[src/rtl/regfile_pkg.sv]
// Shared types and constants for the register-file writeback path.
package regfile_pkg;
  typedef enum logic {CLEAR = 1'b0, RUN = 1'b1} rf_state_t;

  localparam int RF_NUM_REGS = 8;
  localparam int RF_DR_W     = 3;
  localparam int RF_DATA_W   = 16;

  typedef struct packed {
    logic                 ld;
    logic [RF_DR_W-1:0]   dr;
    logic [RF_DATA_W-1:0] data;
  } rf_wr_t;
endpackage

[src/rtl/regfile_wb_arbiter_rr_arbiter.sv]
// Combinational round-robin pick: search starts one past ptr and wraps at N-1.
module rr_arbiter #(
  parameter  int N  = 3,
  localparam int IW = (N > 1) ? $clog2(N) : 1
) (
  input  logic [N-1:0]  req,
  input  logic [IW-1:0] ptr,
  output logic [N-1:0]  gnt,
  output logic [IW-1:0] idx,
  output logic          any
);
  logic [IW-1:0] cand;

  always_comb begin
    gnt  = '0;
    idx  = ptr;
    any  = 1'b0;
    cand = ptr;
    for (int k = 0; k < N; k++) begin
      // explicit wrap so non-power-of-two N never yields an unused code
      cand = (cand == IW'(N-1)) ? '0 : cand + 1'b1;
      if (!any && req[cand]) begin
        any = 1'b1;
        idx = cand;
      end
    end
    if (any) gnt[idx] = 1'b1;
  end
endmodule

[src/rtl/regfile_wb_arbiter.sv]
// Writeback arbiter for the 8x16 register file with post-reset clear sweep.
// Optional REGFILE_WB_LOCK_EN adds req_lock for burst re-grant to the last winner.
module regfile_wb_arbiter
  import regfile_pkg::*;
#(
  parameter  int NUM_REQ  = 3,
  parameter  int DATA_W   = RF_DATA_W,
  parameter  int NUM_REGS = RF_NUM_REGS,
  localparam int DR_W     = $clog2(NUM_REGS),
  localparam int IW       = $clog2(NUM_REQ)
) (
  input  logic                      Clk,
  input  logic                      Reset,
  input  logic [NUM_REQ-1:0]        req_valid,
  input  logic [NUM_REQ*DR_W-1:0]   req_dr,
  input  logic [NUM_REQ*DATA_W-1:0] req_data,
`ifdef REGFILE_WB_LOCK_EN
  input  logic [NUM_REQ-1:0]        req_lock,
`endif
  output logic [NUM_REQ-1:0]        req_ready,
  input  logic                      init_req,
  output logic                      init_busy,
  output logic                      LD_REG,
  output logic [DR_W-1:0]           DR,
  output logic [DATA_W-1:0]         bus,
  output logic [IW-1:0]             grant_id
);
  localparam logic [DR_W-1:0] LAST = DR_W'(NUM_REGS-1);

  rf_state_t         state, state_nxt;
  logic [DR_W-1:0]   cnt;
  logic [IW-1:0]     rr_ptr;
  logic [NUM_REQ-1:0] arb_gnt, sel_gnt;
  logic [IW-1:0]     arb_idx, sel_idx;
  logic              arb_any, sel_any, xfer;

  rr_arbiter #(.N(NUM_REQ)) u_arb (
    .req (req_valid),
    .ptr (rr_ptr),
    .gnt (arb_gnt),
    .idx (arb_idx),
    .any (arb_any)
  );

`ifdef REGFILE_WB_LOCK_EN
  logic hold;
  assign hold    = req_lock[rr_ptr] & req_valid[rr_ptr];
  assign sel_gnt = hold ? (NUM_REQ'(1) << rr_ptr) : arb_gnt;
  assign sel_idx = hold ? rr_ptr : arb_idx;
  assign sel_any = hold | arb_any;
`else
  assign sel_gnt = arb_gnt;
  assign sel_idx = arb_idx;
  assign sel_any = arb_any;
`endif

  assign req_ready = (state == RUN) ? sel_gnt : '0;
  assign xfer      = (state == RUN) && sel_any;
  assign init_busy = (state == CLEAR);

  always_comb begin
    state_nxt = state;
    case (state)
      CLEAR:   if (!init_req && cnt == LAST) state_nxt = RUN;
      RUN:     if (init_req) state_nxt = CLEAR;
      default: state_nxt = CLEAR;
    endcase
  end

  always_ff @(posedge Clk or negedge Reset) begin
    if (!Reset) state <= CLEAR;
    else        state <= state_nxt;
  end

  always_ff @(posedge Clk or negedge Reset) begin
    if (!Reset) begin
      cnt      <= '0;
      LD_REG   <= 1'b0;
      DR       <= '0;
      bus      <= '0;
      rr_ptr   <= IW'(NUM_REQ-1);
      grant_id <= IW'(NUM_REQ-1);
    end else if (state == CLEAR) begin
      LD_REG <= 1'b1;
      DR     <= cnt;
      bus    <= '0;
      cnt    <= (init_req || cnt == LAST) ? '0 : cnt + 1'b1;
    end else begin
      LD_REG <= xfer;
      if (xfer) begin
        DR       <= req_dr[sel_idx*DR_W +: DR_W];
        bus      <= req_data[sel_idx*DATA_W +: DATA_W];
        rr_ptr   <= sel_idx;
        grant_id <= sel_idx;
      end
      if (init_req) cnt <= '0;
    end
  end
endmodule

[config.mk]
export PLATFORM = sky130hd
export DESIGN_NAME = regfile_wb_arbiter
export DESIGN_NICKNAME = d
export VERILOG_FILES = /design/src/rtl/regfile_pkg.sv /design/src/rtl/regfile_wb_arbiter_rr_arbiter.sv /design/src/rtl/regfile_wb_arbiter.sv
export SDC_FILE = /design/constraint.sdc
export NUM_CORES = 1
export LEC_CHECK = 0
export ABC_AREA = 1
export CAP_MARGIN = 30
export CELL_PAD_IN_SITES_DETAIL_PLACEMENT = 1
export CELL_PAD_IN_SITES_GLOBAL_PLACEMENT = 2
export CORE_UTILIZATION = 18
export DETAILED_ROUTE_END_ITERATION = 10
export GPL_TIMING_DRIVEN = 0
export MAX_ROUTING_LAYER = met4
export PLACE_DENSITY_LB_ADDON = 0.1
export RECOVER_POWER = 50
export SYNTH_ARGS = -nofsm -noshare
export SYNTH_HDL_FRONTEND = slang
export SYNTH_SLANG_ARGS = --single-unit
[constraint.sdc]
create_clock -name Clk -period 2.07 [get_ports Clk]
set_clock_uncertainty 0.05 [all_clocks]
set_input_delay 0.5175 -clock Clk [delete_from_list [all_inputs] [get_ports Clk]]
set_output_delay 0.5175 -clock Clk [all_outputs]
set_load 0.01 [all_outputs]
* Yosys cells after proc, flatten, opt, wreduce, memory -nomap -nowiden
Cells that the tools add are included.
** Storage, ports and cells
- Logic and storage cells :: 65
- Memories kept :: 0
- Latch bits :: 0
- Bits in read-only memories :: 0
- Input port bits :: 63
- Register bits after elaboration :: 26
- Bits in writable memories :: 0
** Operators by class
- Equality and inequality tests :: 6
- Bitwise operators :: 1
- $add $sub $neg :: 4
- Shifts and indexed selects :: 2
- Multiply operators :: 1
- $lt $le $gt $ge :: 5
- Reductions and logical operators :: 10
- Divide/modulo/power cells :: 0
- Mux-type cells :: 30
** Operator list (number)
- $shiftx 48x7->16 :: 1
- $mux 16 :: 2
- $mux 3 :: 7
- $lt 2x3->1 const B :: 4
- $mux 2 :: 6
- $mux 1 :: 10
- $shiftx 9x5->3 :: 1
- $add 2x1->2 const B :: 3
- $bmux 1 s2 :: 3
- $eq 2x2->1 const B :: 3
- $logic_and 1x1->1 :: 5
- $mul 2x2->4 const B :: 1
- $add 3x1->3 const B :: 1
- $eq 3x3->1 const B :: 1
- $logic_not 1->1 :: 3
- $demux 1 s2 :: 1
- $ge 2x1->1 const B :: 1
- $ne 2x1->1 const B :: 1
- $ne 2x2->1 const B :: 1
- $pmux 1 s2 :: 1
- $reduce_and 2->1 :: 1
- $logic_or 1x1->1 :: 1
- $not 1->1 :: 1

* Logic depth before layout (Yosys ltp)
- Depth after elaboration :: 17
- Mapped depth :: 15
- Gate-level depth less buffers :: 15

* Modules after synthesis
Synthesis repeated with hierarchy kept, for this count alone.
** Unflattened totals
- Cell total of the unflattened synthesis :: 236
- Area, all modules :: 1664.1 µm²
** Modules (own cells, without submodules)
- regfile_wb_arbiter :: sequential area each 651.9 µm², area each 1435.1 µm², instances 1, cells an instance 193
- rr_arbiter :: sequential area each 0.0 µm², area each 229.0 µm², instances 1, cells an instance 43

* Worst setup path after synthesis
No wires, ideal clock.
- Path type :: register to output
- From :: reg, netlist name grant_id[1]
- To :: out req_ready[0]
- Path buffers :: 1
- Stages on the path, launching flop included :: 12
- Path slack :: -89 ps
- Arrival :: 1592 ps
- Cells stage by stage :: dfstp_2 > nor2_2 > nand2_1 > o21ai_0 > nor2_1 > inv_1 > nand2_2 > nand2_2 > inv_2 > nand2_2 > nor2_8 > buf_12
** RTL lines
- end: declaration :: line regfile_wb_arbiter.sv:20 : output logic [NUM_REQ-1:0] req_ready,

==> qor.csv <==
stage,metric,value,unit
status,run status,finished with violations,
status,failing checks,"capacitance limit, slew limit, setup timing",
power_and_ir_drop,Pleak,1.48,nW
synth,register bit total from synthesis,26,
global_route,GRT Total Usage,14.1,%
power_and_ir_drop,power density over cell area,704,mW/mm^2
critical_path,"Largest stage delay, worst path",0.67,ns
clocking,CTS buffer count,3,
clocking,cts hold-fix bufs,0,
timing,setup TNS,-2.75,ns
global_route,vias in the first global route,2080,
routing,post-route ant nets,0,
place,Placer Congestion,0.728,
synth,Yosys cell types,24,
clocking,worst-skew pair later-pin latency,0.27,ns
routing,1st-iter DRT viols,38,
synth,post-synthesis sequential area ratio,38.5,%
min_path,Hold/Removal Path Class,flop to flop,
critical_path,reg2reg setup slack,-0.17,ns
clocking,root buffer cell,clkbuf_8,
timing,RSZ-0062 raised after global routing,yes,
global_route,Overflow after GRT,0,
power_and_ir_drop,Peak VDD IR,0.312,mV
critical_path,Worst setup EP type,output port,
critical_path,FF-to-FF End,bus[1]$_DFFE_PN0P_,
critical_path,Slowest cell on crit path,dfstp_2,
critical_path,crit-path max FO,6,
routing,vias,1948,
synth,Ys Warns,0,
timing,Tcrit/Tclk final,128,%
timing,Tightest Pin Transition,1.54,ns
synth,top cell type's share of synthesized area,37.0,%
timing,Final Hold Viols,0,
clocking,CTS sink cnt,26,
floorplan,I/O pin total,89,
routing,post-DR vias/cell,4.16,
place,DP Cell Count,438,
timing,endpoints failing setup,22,
timing,max-slew violations,27,
routing,Residual DRC,0,
clocking,# H-tree levels,1,
floorplan,Starting Density,18.5,%
critical_path,arrival time at the worst endpoint,2.09,ns
synth,leading area contributor after synthesis,dfrtp_1,
timing,Worst slew margin,-2.39,%
clocking,"Reg clk slew, reported paths",0.10,ns
synth,"top cells by area, synth","dfrtp_1, nand2_1, nand3_1, nand2_2, inv_1",
floorplan,die area,0.00979,mm^2
synth,post-synthesis cell count,239,
layout,"commonest cells after routing, fill and taps aside","nand2_1, clkdlybuf4s50_1, dfrtp_1, buf_4, inv_1",
layout,Area growth syn-to-layout,86.0,%
critical_path,Worst setup SP type,flop,
clocking,CTS Buffer Depth,2,
floorplan,Core Area,0.00915,mm^2
global_route,largest net degree at the start of global routing,27,
critical_path,WS Path Type,flop to output port,
synth,Mapped Nets,304,
layout,post-route insts no fill,468,
global_route,initial antenna violation count,0,
floorplan,Horiz. Die Dim,98.9,um
critical_path,Setup crit start,grant_id[1]$_DFFE_PN1P_,
floorplan,Die Ht,98.9,um
synth,mapped cell area,0.00169,mm^2
place,PortBufs,88,
layout,antenna cell count,0,
layout,Final Util,34.4,%
routing,DRT Wirelength,6400,um
place,hpwl dp,4630,um
synth,synthesized area per cell,7.08,um^2
layout,fraction of layout cells with a size suffix above 1,26.3,%
timing,fmax,376,MHz
layout,nets,423,
critical_path,"Req. time, crit path",1.50,ns
run,MaxCap Viol Count,1,
timing,fin crit period,2.66,ns
clocking,CTS tree,built,
critical_path,FF-to-FF path depth,14,
floorplan,Rows,35,
critical_path,r2r startpoint,grant_id[1]$_DFFE_PN1P_,
critical_path,crit-path cells,nor2_4 > nand2_1 > o21ai_2 > nor2_2 > buf_4 > nand3_4 > buf_6 > nand3_4 > nand2_4 > nor2_8 > buf_12 > buf_6,
routing,Pre-antenna DRT Iters,4,
critical_path,CP endpoint,req_ready[0],
timing,worst setup margin,-0.586,ns
routing,WL per Instance,13.7,um
global_route,global-route wire length before repair,10400,um
Yosys cell counts:
cell type	count
a21oi_1	2
buf_12	1
buf_2	2
buf_4	3
dfrtp_1	25
dfstp_2	1
ha_1	2
inv_1	26
inv_2	7
nand2_1	89
nand2_2	16
nand3_1	24
nand3_2	4
nand3b_1	1
nand4_1	14
nor2_1	7
nor2_2	3
nor2_4	1
nor2_8	1
o211a_1	1
o21ai_0	4
o21bai_1	1
or2_1	2
or2_2	2
power breakdown:
part           switching (mW)  leakage, nW  internal (mW)
registers              0.0633        0.346          0.545
clock network           0.170       0.0228          0.138
logic                   0.671         1.11          0.629
total                   0.904         1.48           1.31
through the flow:
step	cell area (um^2)	total power, mW	hold slack (ns)	setup WS [ns]
CTS	3090	2.15	0.231	-0.601
detailed placement	2740	1.44	0.418	-1.35
global placement	2750	1.45	0.418	-1.37
global route	3150	2.38	0.485	-0.708
finish	3150	2.22	0.434	-0.586
floorplan	1730	1.12	0.172	-0.0771
worst max-delay path: cells and delay by family, from the launching register on:
family | cells | cell delay, ns
AO/OA/AOI/OAI | 1 | 0.06
flip-flops | 1 | 0.67
buffers and inverters | 4 | 0.47
AND/OR/NAND/NOR | 7 | 0.60
how the worst min path moves through the flow:
stage	slack, ns	startpoint	depth (start not counted)	end
6_report	0.43	DR[0]$_DFFE_PN0P_	2	DR[0]$_DFFE_PN0P_
3_3_place_gp	0.42	DR[2]$_DFFE_PN0P_	2	DR[2]$_DFFE_PN0P_
3_5_place_dp	0.42	DR[0]$_DFFE_PN0P_	2	DR[0]$_DFFE_PN0P_
2_1_floorplan	0.17	Reset	0	DR[0]$_DFFE_PN0P_
5_1_grt	0.49	bus[6]$_DFFE_PN0P_	2	bus[6]$_DFFE_PN0P_
4_1_cts	0.23	Reset	1	bus[3]$_DFFE_PN0P_
metal layers:
| layer | track usage [%] | routed length (um) | share of wire [%] | vias to the layer above |
|---|---|---|---|---|
| li1 | - | - | - | 985 |
| met1 | 17.1 | 2860 | 45 | 925 |
| met2 | 25.3 | 3360 | 52 | 36 |
| met3 | 2.20 | 155 | 2.4 | 2 |
| met4 | 1.38 | 27 | 0.42 | 0 |
| met5 | - | 0 | 0 | - |
final cells by class:
class / count / area (um^2)
well taps: 111 / 139
fillers: 1126 / 6010
multi-input cells: 174 / 1030
plain buffers: 6 / 63.8
clock buffers: 4 / 45.0
flip-flops and latches: 26 / 653
inverters: 33 / 134
repair buffers: 114 / 1080
cells by family after synthesis:
family / after synthesis / synth area share, %
buf+inv: 39 / 10.4
simple gates: 164 / 46.7
fa+ha+maj: 2 / 1.48
flops: 26 / 38.5
compound gates: 8 / 2.81
state kept, by name, summed over array words and instances, names as in the netlist:
signal,cells
grant_id,2
state,1
LD_REG,1
cnt,3
bus,16
DR,3
repair_timing:
| action | CTS | global route |
|---|---|---|
| setup buffers | 23 | 4 |
| setup endpoints to repair | 23 | 23 |
| resized for setup | 56 | 6 |
| pin swaps | 19 | 3 |
No activity file was read; power rests on OpenSTA's default activity.
==> RTL change 1, RTL diff (same settings) <==
The package constant `RF_NUM_REGS` goes from 8 to 4.
--- a/src/rtl/regfile_pkg.sv
+++ b/src/rtl/regfile_pkg.sv
@@ -2,7 +2,7 @@
 package regfile_pkg;
   typedef enum logic {CLEAR = 1'b0, RUN = 1'b1} rf_state_t;
 
-  localparam int RF_NUM_REGS = 8;
+  localparam int RF_NUM_REGS = 4;
   localparam int RF_DR_W     = 3;
   localparam int RF_DATA_W   = 16;
 
Ports: changed (resized DR and req_dr); port bits go from 89 to 85. No check against the original RTL was run, so the function may have changed too.
==> RTL change 1 against the unedited design <==
- area after synthesis down 15%
- worst hold slack better by 0.024 ns
- routed wire length down 14%
- critical path type unchanged
- sequential cell count down 2
- global-route usage up 0.30 points
- final area down 9.7%
- first-iteration DRC count down 45%
- total power up 12%
- the flow finishes with violations (setup timing)
- largest power group unchanged
- setup slack better by 0.054 ns
==> RTL change 1: results (changes against the unedited design) <==
* Port-buffer cells at 84 (-4.5%)
* Share of layout cells above drive strength 1 at 29.79% (+3.5 points)
* Run status: complete, but fails checks
* Detailed Route WL at 5528 um (-14%)
* Global-route wire length before repair at 9170 um (-12%)
* Synth warn at 0 (unchanged)
* Slew Viols, Final at 0 (-100%)
* Syn Inst Count at 178 (-26%)
* Setup violators final at 16 (-27%)
* Largest Register: bus
* Max reg flops at 16 (unchanged)
* Vias in the first global route at 1852 (-11%)
* Synth Area in Compound Gates at 13.74% (+11 points)
* Syn nets at 239 (-21%)
* Measured slew at the worst slew-check pin at 0.6630 ns (-0.8729 ns)
* Share of synthesized area spent on multiplexers at 0% (unchanged)
* Final net count at 354 (-16%)
* Most used DFF post-synth: dfrtp_1
* Setup TNS at -1.783 ns (+0.9624 ns)
* Drt first-iter violations at 21 (-45%)
* Overall routing resource usage at 14.38% (+0.30 points)
* Arr. time, crit path at 2.04 ns (-0.05 ns)
* Crit-path slowest cell: dfstp_2
* Violated checks: setup timing
* Most instantiated cells after synthesis: nand2_1, nand3_1, dfrtp_1, a22oi_1, inv_1
* Ranking of synthesized cells by area: dfrtp_1, nand2_1, nand3_1
* Synth Area in Adders at 0.8749% (-0.60 points)
* VDD IR max at 249.6 uV (-20%)
* Placed cell count at 365 (-17%)
* FILL cells at 910 (-19%)
* Routed vias/inst at 4.226 (+1.5%)
* Antenna Diode Count at 0 (unchanged)
* Slowest stage delay, CP at 0.66 ns
* Fin cells at 394 (-16%)
* Pin count of the biggest net entering global routing at 14 (-48%)
* DR pass1 iterations at 3 (-1)
* Bufs on Longest Clock Path at 2 (unchanged)
* RD Place Congestion at 0.7177 (-1.4%)
* Leak Pwr at 1.275 nW (-14%)
* Placed wire-length estimate at 4038 um (-13%)
* Seq/Total Area, Yosys at 42.08% (+3.5 points)
* Yosys cell types at 25 (+4.2%)
* Final worst slack at -0.5327 ns (+0.05373 ns)
* Worst-path fanout max at 8 (+2)
* XOR/XNOR Fraction of Synth Area at 0% (unchanged)
==> RTL change 1: worst max-delay path: cells and delay by family, from the launching register on <==
| kind | cells | cell delay (ns) |
|---|---|---|
| flops | 1 | 0.66 |
| buf+inv | 3 | 0.31 |
| simple gates | 6 | 0.63 |
| compound gates | 1 | 0.17 |
==> RTL change 1: what timing repair did <==
item	CTS	global route
setup buffers	15	12
pin swaps	7	13
resized for setup	27	36
setup endpoints to repair	21	23
==> RTL change 1: metrics by stage <==
| stage | hold WS [ns] | area (sq um) | total power, W | setup slack [ns] |
|---|---|---|---|---|
| after floorplan | 0.1719 | 1444 | 0.001323 | -0.09378 |
| after global placement | 0.4429 | 2412 | 0.001822 | -1.411 |
| after CTS | 0.4803 | 2641 | 0.002352 | -0.5326 |
| after detailed placement | 0.4523 | 2440 | 0.001820 | -1.353 |
| final | 0.4585 | 2841 | 0.002487 | -0.5327 |
| after global routing | 0.4944 | 2841 | 0.002679 | -0.6513 |
==> RTL change 1: worst paths after layout <==
| kind | from | end | slack, ns | cells past startpoint |
|---|---|---|---|---|
| setup / recovery | grant_id[1] | req_ready[0] | -0.53 | 10 |
| hold / removal | DR[0] | DR[0] | 0.46 | 2 |
| setup reg to reg | grant_id[1] | bus[8] | -0.06 | 12 |
| hold reg to reg | DR[0] | DR[0] | 0.46 | 2 |
| max in group asynchronous | Reset | grant_id[0] | 0.20 | 2 |
| min in group asynchronous | Reset | state | 0.63 | 1 |
==> RTL change 1: metal layers <==
metal  wire length, um  global-route usage [%]  share of wire (%)  up-vias
met5                 0                       -                  0        -
met4                68                   3.704                1.2        0
met3               213                   1.926                3.9        6
met2              2681                   24.18                 48       51
met1              2565                   18.18                 46      785
li1                  -                       -                  -      823
==> RTL change 1: logic make-up after synthesis <==
kind of cell / count (synthesis)
AND/OR/NAND/NOR: 105
AO/OA/AOI/OAI: 25
flip-flops: 24
buffers and inverters: 23
adder cells (fa/ha/maj): 1
==> RTL change 1: area by class of cell <==
| cell class | count | area, sq um | area share (%) |
|---|---|---|---|
| Tap cell | 102 | 127.6 | 4.491 |
| Buffer | 4 | 41.29 | 1.453 |
| Inverter | 19 | 81.33 | 2.862 |
| Clock buffer | 4 | 55.05 | 1.937 |
| Timing Repair Buffer | 110 | 1060 | 37.30 |
| Multi-Input combinational cell | 131 | 872.1 | 30.69 |
| Sequential cell | 24 | 604.3 | 21.27 |
==> RTL change 1: where the power goes <==
part	leakage (nW)	internal, W	switching, W
logic	0.930	0.000712	0.000722
registers	0.317	0.000588	0.000140
clock network	0.0288	0.000170	0.000155
==> RTL change 2, RTL diff (same settings) <==
Made on the original files. Reset style: synchronous (`Reset`), changed in 2 clocked blocks.
--- a/src/rtl/regfile_wb_arbiter.sv
+++ b/src/rtl/regfile_wb_arbiter.sv
@@ -67,12 +67,12 @@
     endcase
   end
 
-  always_ff @(posedge Clk or negedge Reset) begin
+  always_ff @(posedge Clk) begin
     if (!Reset) state <= CLEAR;
     else        state <= state_nxt;
   end
 
-  always_ff @(posedge Clk or negedge Reset) begin
+  always_ff @(posedge Clk) begin
     if (!Reset) begin
       cnt      <= '0;
       LD_REG   <= 1'b0;
Check against the original RTL: differs if Reset is asserted again (counterexample within 4 cycles, from zero or initial values and one cycle with Reset low); with Reset held inactive, the same outputs for 10 cycles.
==> RTL change 2 against the unedited design <==
- worst hold slack got worse by 0.0076 ns
- setup slack improved by 0.36 ns
- final area fell by 1.7%
- area after synthesis rose by 1.7%
- routed wire length rose by 2.5%
- the run ends with setup timing left
- sequential cell count did not move
- register-to-register slack improved by 0.27 ns
Power is not compared: it rests on default switching activity, and its combinational part moved more than twofold at a synthesized area within 25%.
==> RTL change 2: results (changes against the unedited design) <==
* Run status: complete, but fails checks
* Violated checks: setup timing
* R2r setup slk at 0.10 ns (+0.27 ns)
* Detailed Route WL at 6562 um (+2.5%)
* Reg2Reg Capture Point: bus[7]
* DR pass1 iterations at 3 (-1)
* Met2 wire length at 3131 um (-6.8%)
* Worst-path fanout max at 5 (-1)
* Seq/Total Area, Yosys at 30.25% (-8.3 points)
* Global-route wire length before repair at 10670 um (+2.1%)
* Hold slack final at 0.4268 ns (-0.007576 ns)
* Syn nets at 341 (+12%)
* Vias in the first global route at 2143 (+3.0%)
* Bufs on Longest Clock Path at 2 (unchanged)
* Initial antenna violation count at 0 (unchanged)
* Share of layout cells above drive strength 1 at 20.47% (-5.9 points)
* M1 wire length at 3166 um (+11%)
* CTS Buf Count at 3 (unchanged)
* Placed wire-length estimate at 4701 um (+1.6%)
* Hold worst-path end: DR[2]
* VDD IR max at 231.1 uV
* Async SR Flop Fraction at 0% (-100 points)
* Metal3 WL at 226 um (+46%)
* Pin count of the biggest net entering global routing at 14 (-48%)
* Setup violators final at 3 (-86%)
* Reg2Reg Depth at 15 (+1)
* Number of H-tree levels at 1 (unchanged)
* Hold path depth at 2 (unchanged)
* Clk pin slew, worst setup/hold paths at 0.09 ns
* Min-delay src: DR[2]
* Regs by FF count: bus (16), DR (3), cnt (3)
* Overall routing resource usage at 13.89% (-0.19 points)
* Drt first-iter violations at 29 (-24%)
* Placement Setup Slack at -1.348 ns (+0.0005400 ns)
* Arr. time, crit path at 1.73 ns (-0.36 ns)
* Highest routed layer: met4
* Routed vias/inst at 4.047 (-2.8%)
* Most instantiated cells after synthesis: nand2_1, inv_1, nor2_1, nand3_1, dfxtp_1
* Yosys cell types at 27 (+13%)
* Largest Register: bus
* Leak Pwr at 1.487 nW
* Clock root buffer: clkbuf_8
* Worst r2r src: rr_ptr[1]
* Final net count at 453 (+7.1%)
* Measured slew at the worst slew-check pin at 0.4560 ns (-1.080 ns)
* Ranking of synthesized cells by area: dfxtp_1, nand2_1, inv_1
* Clk_lat worst skew at 0.27 ns (about the same)
* RD Place Congestion at 0.6942 (-4.7%)
* Worst Hold Class: flip-flop to flip-flop
* FILL cells at 1155 (+2.6%)
* Final worst slack at -0.2230 ns (+0.3634 ns)
* Antenna Diode Count at 0 (unchanged)
* Synth warn at 0 (unchanged)
* Port-buffer cells at 88 (unchanged)
RTL change 2: cell count changes in the layout (fill, tap and decap cells not counted), moves of 6 or more:
| cell | change |
|---|---|
| clkdlybuf4s50_1 | -14 |
| nand3_1 | +6 |
| a31oi_1 | +7 |
| dlygate4sd3_1 | +16 |
| dfxtp_1 | +24 |
| dfrtp_1 | -24 |
| nor2_1 | +23 |
| nand4_1 | -14 |
| nand2_1 | +8 |
| inv_1 | +10 |
RTL change 2: timing repair:
item,4_1_cts,5_1_grt
cloned,0,0
buffers inserted,16,3
pin swaps,19,9
resized for setup,62,5
setup endpoints to repair,25,23
RTL change 2: kinds of logic after synthesis:
| logic type | synth area share (%) |
|---|---|
| flops | 30.25 |
| compound gates | 9.164 |
| fa+ha+maj | 1.454 |
| buf+inv | 10.69 |
| simple gates | 48.44 |
RTL change 2: through the flow:
step | instances | total power, W | setup TNS (ns) | area (sq um)
finish | 515 | 0.001070 | -0.5634 | 3094
global route | 515 | 0.001132 | -1.249 | 3094
CTS | 512 | 0.001094 | -0.6274 | 3059
detailed placement | 493 | 0.0007584 | -15.15 | 2763
global placement | 493 | 0.0007586 | -15.37 | 2763
floorplan | 276 | 0.0006068 | 0 | 1720
RTL change 2: cell type report:
type                       count  area [sq um]  share of cell area [%]
multi-input combinational    203          1119                   36.15
timing repair buffer         107          1033                   33.40
sequential                    26         528.0                   17.06
inverter                      42         175.2                   5.661
tap                          129         161.4                   5.216
clock buffer                   3         41.29                   1.334
buffer                         5         36.28                   1.173
RTL change 2: power by group:
group / internal [W] / switching (W) / total [W]
clock network: 0.000131 / 0.000167 / 0.000298
logic: 0.000157 / 0.000111 / 0.000268
registers: 0.000501 / 0.00000248 / 0.000504
total: 0.000789 / 0.000281 / 0.00107
RTL change 2: how the worst max path moves through the flow:
stage                 start            to  depth (start not counted)
3_5_place_dp   req_valid[2]  req_ready[0]                         10
4_1_cts           rr_ptr[1]  req_ready[1]                         10
2_1_floorplan  req_valid[2]  req_ready[1]                          9
5_1_grt           rr_ptr[0]  req_ready[1]                         10
6_report       req_valid[1]  req_ready[1]                         11
3_3_place_gp   req_valid[2]  req_ready[0]                         10
RTL change 2: critical path, cell delays in order:
cell and delay, ns:
clkdlybuf4s15_2 0.24, nand2_2 0.11, nand3_4 0.13, inv_4 0.10, nand3_4 0.11, inv_4 0.08, nand2_4 0.07, nand2_8 0.11
inv_12 0.04, nor2_8 0.10, buf_6 0.11
RTL change 2: layer usage:
metal / vias up / GRT usage (%)
li1: 1077 / -
met1: 958 / 18.14
met2: 47 / 23.29
met3: 2 / 1.968
met4: 0 / 1.697
met5: - / -
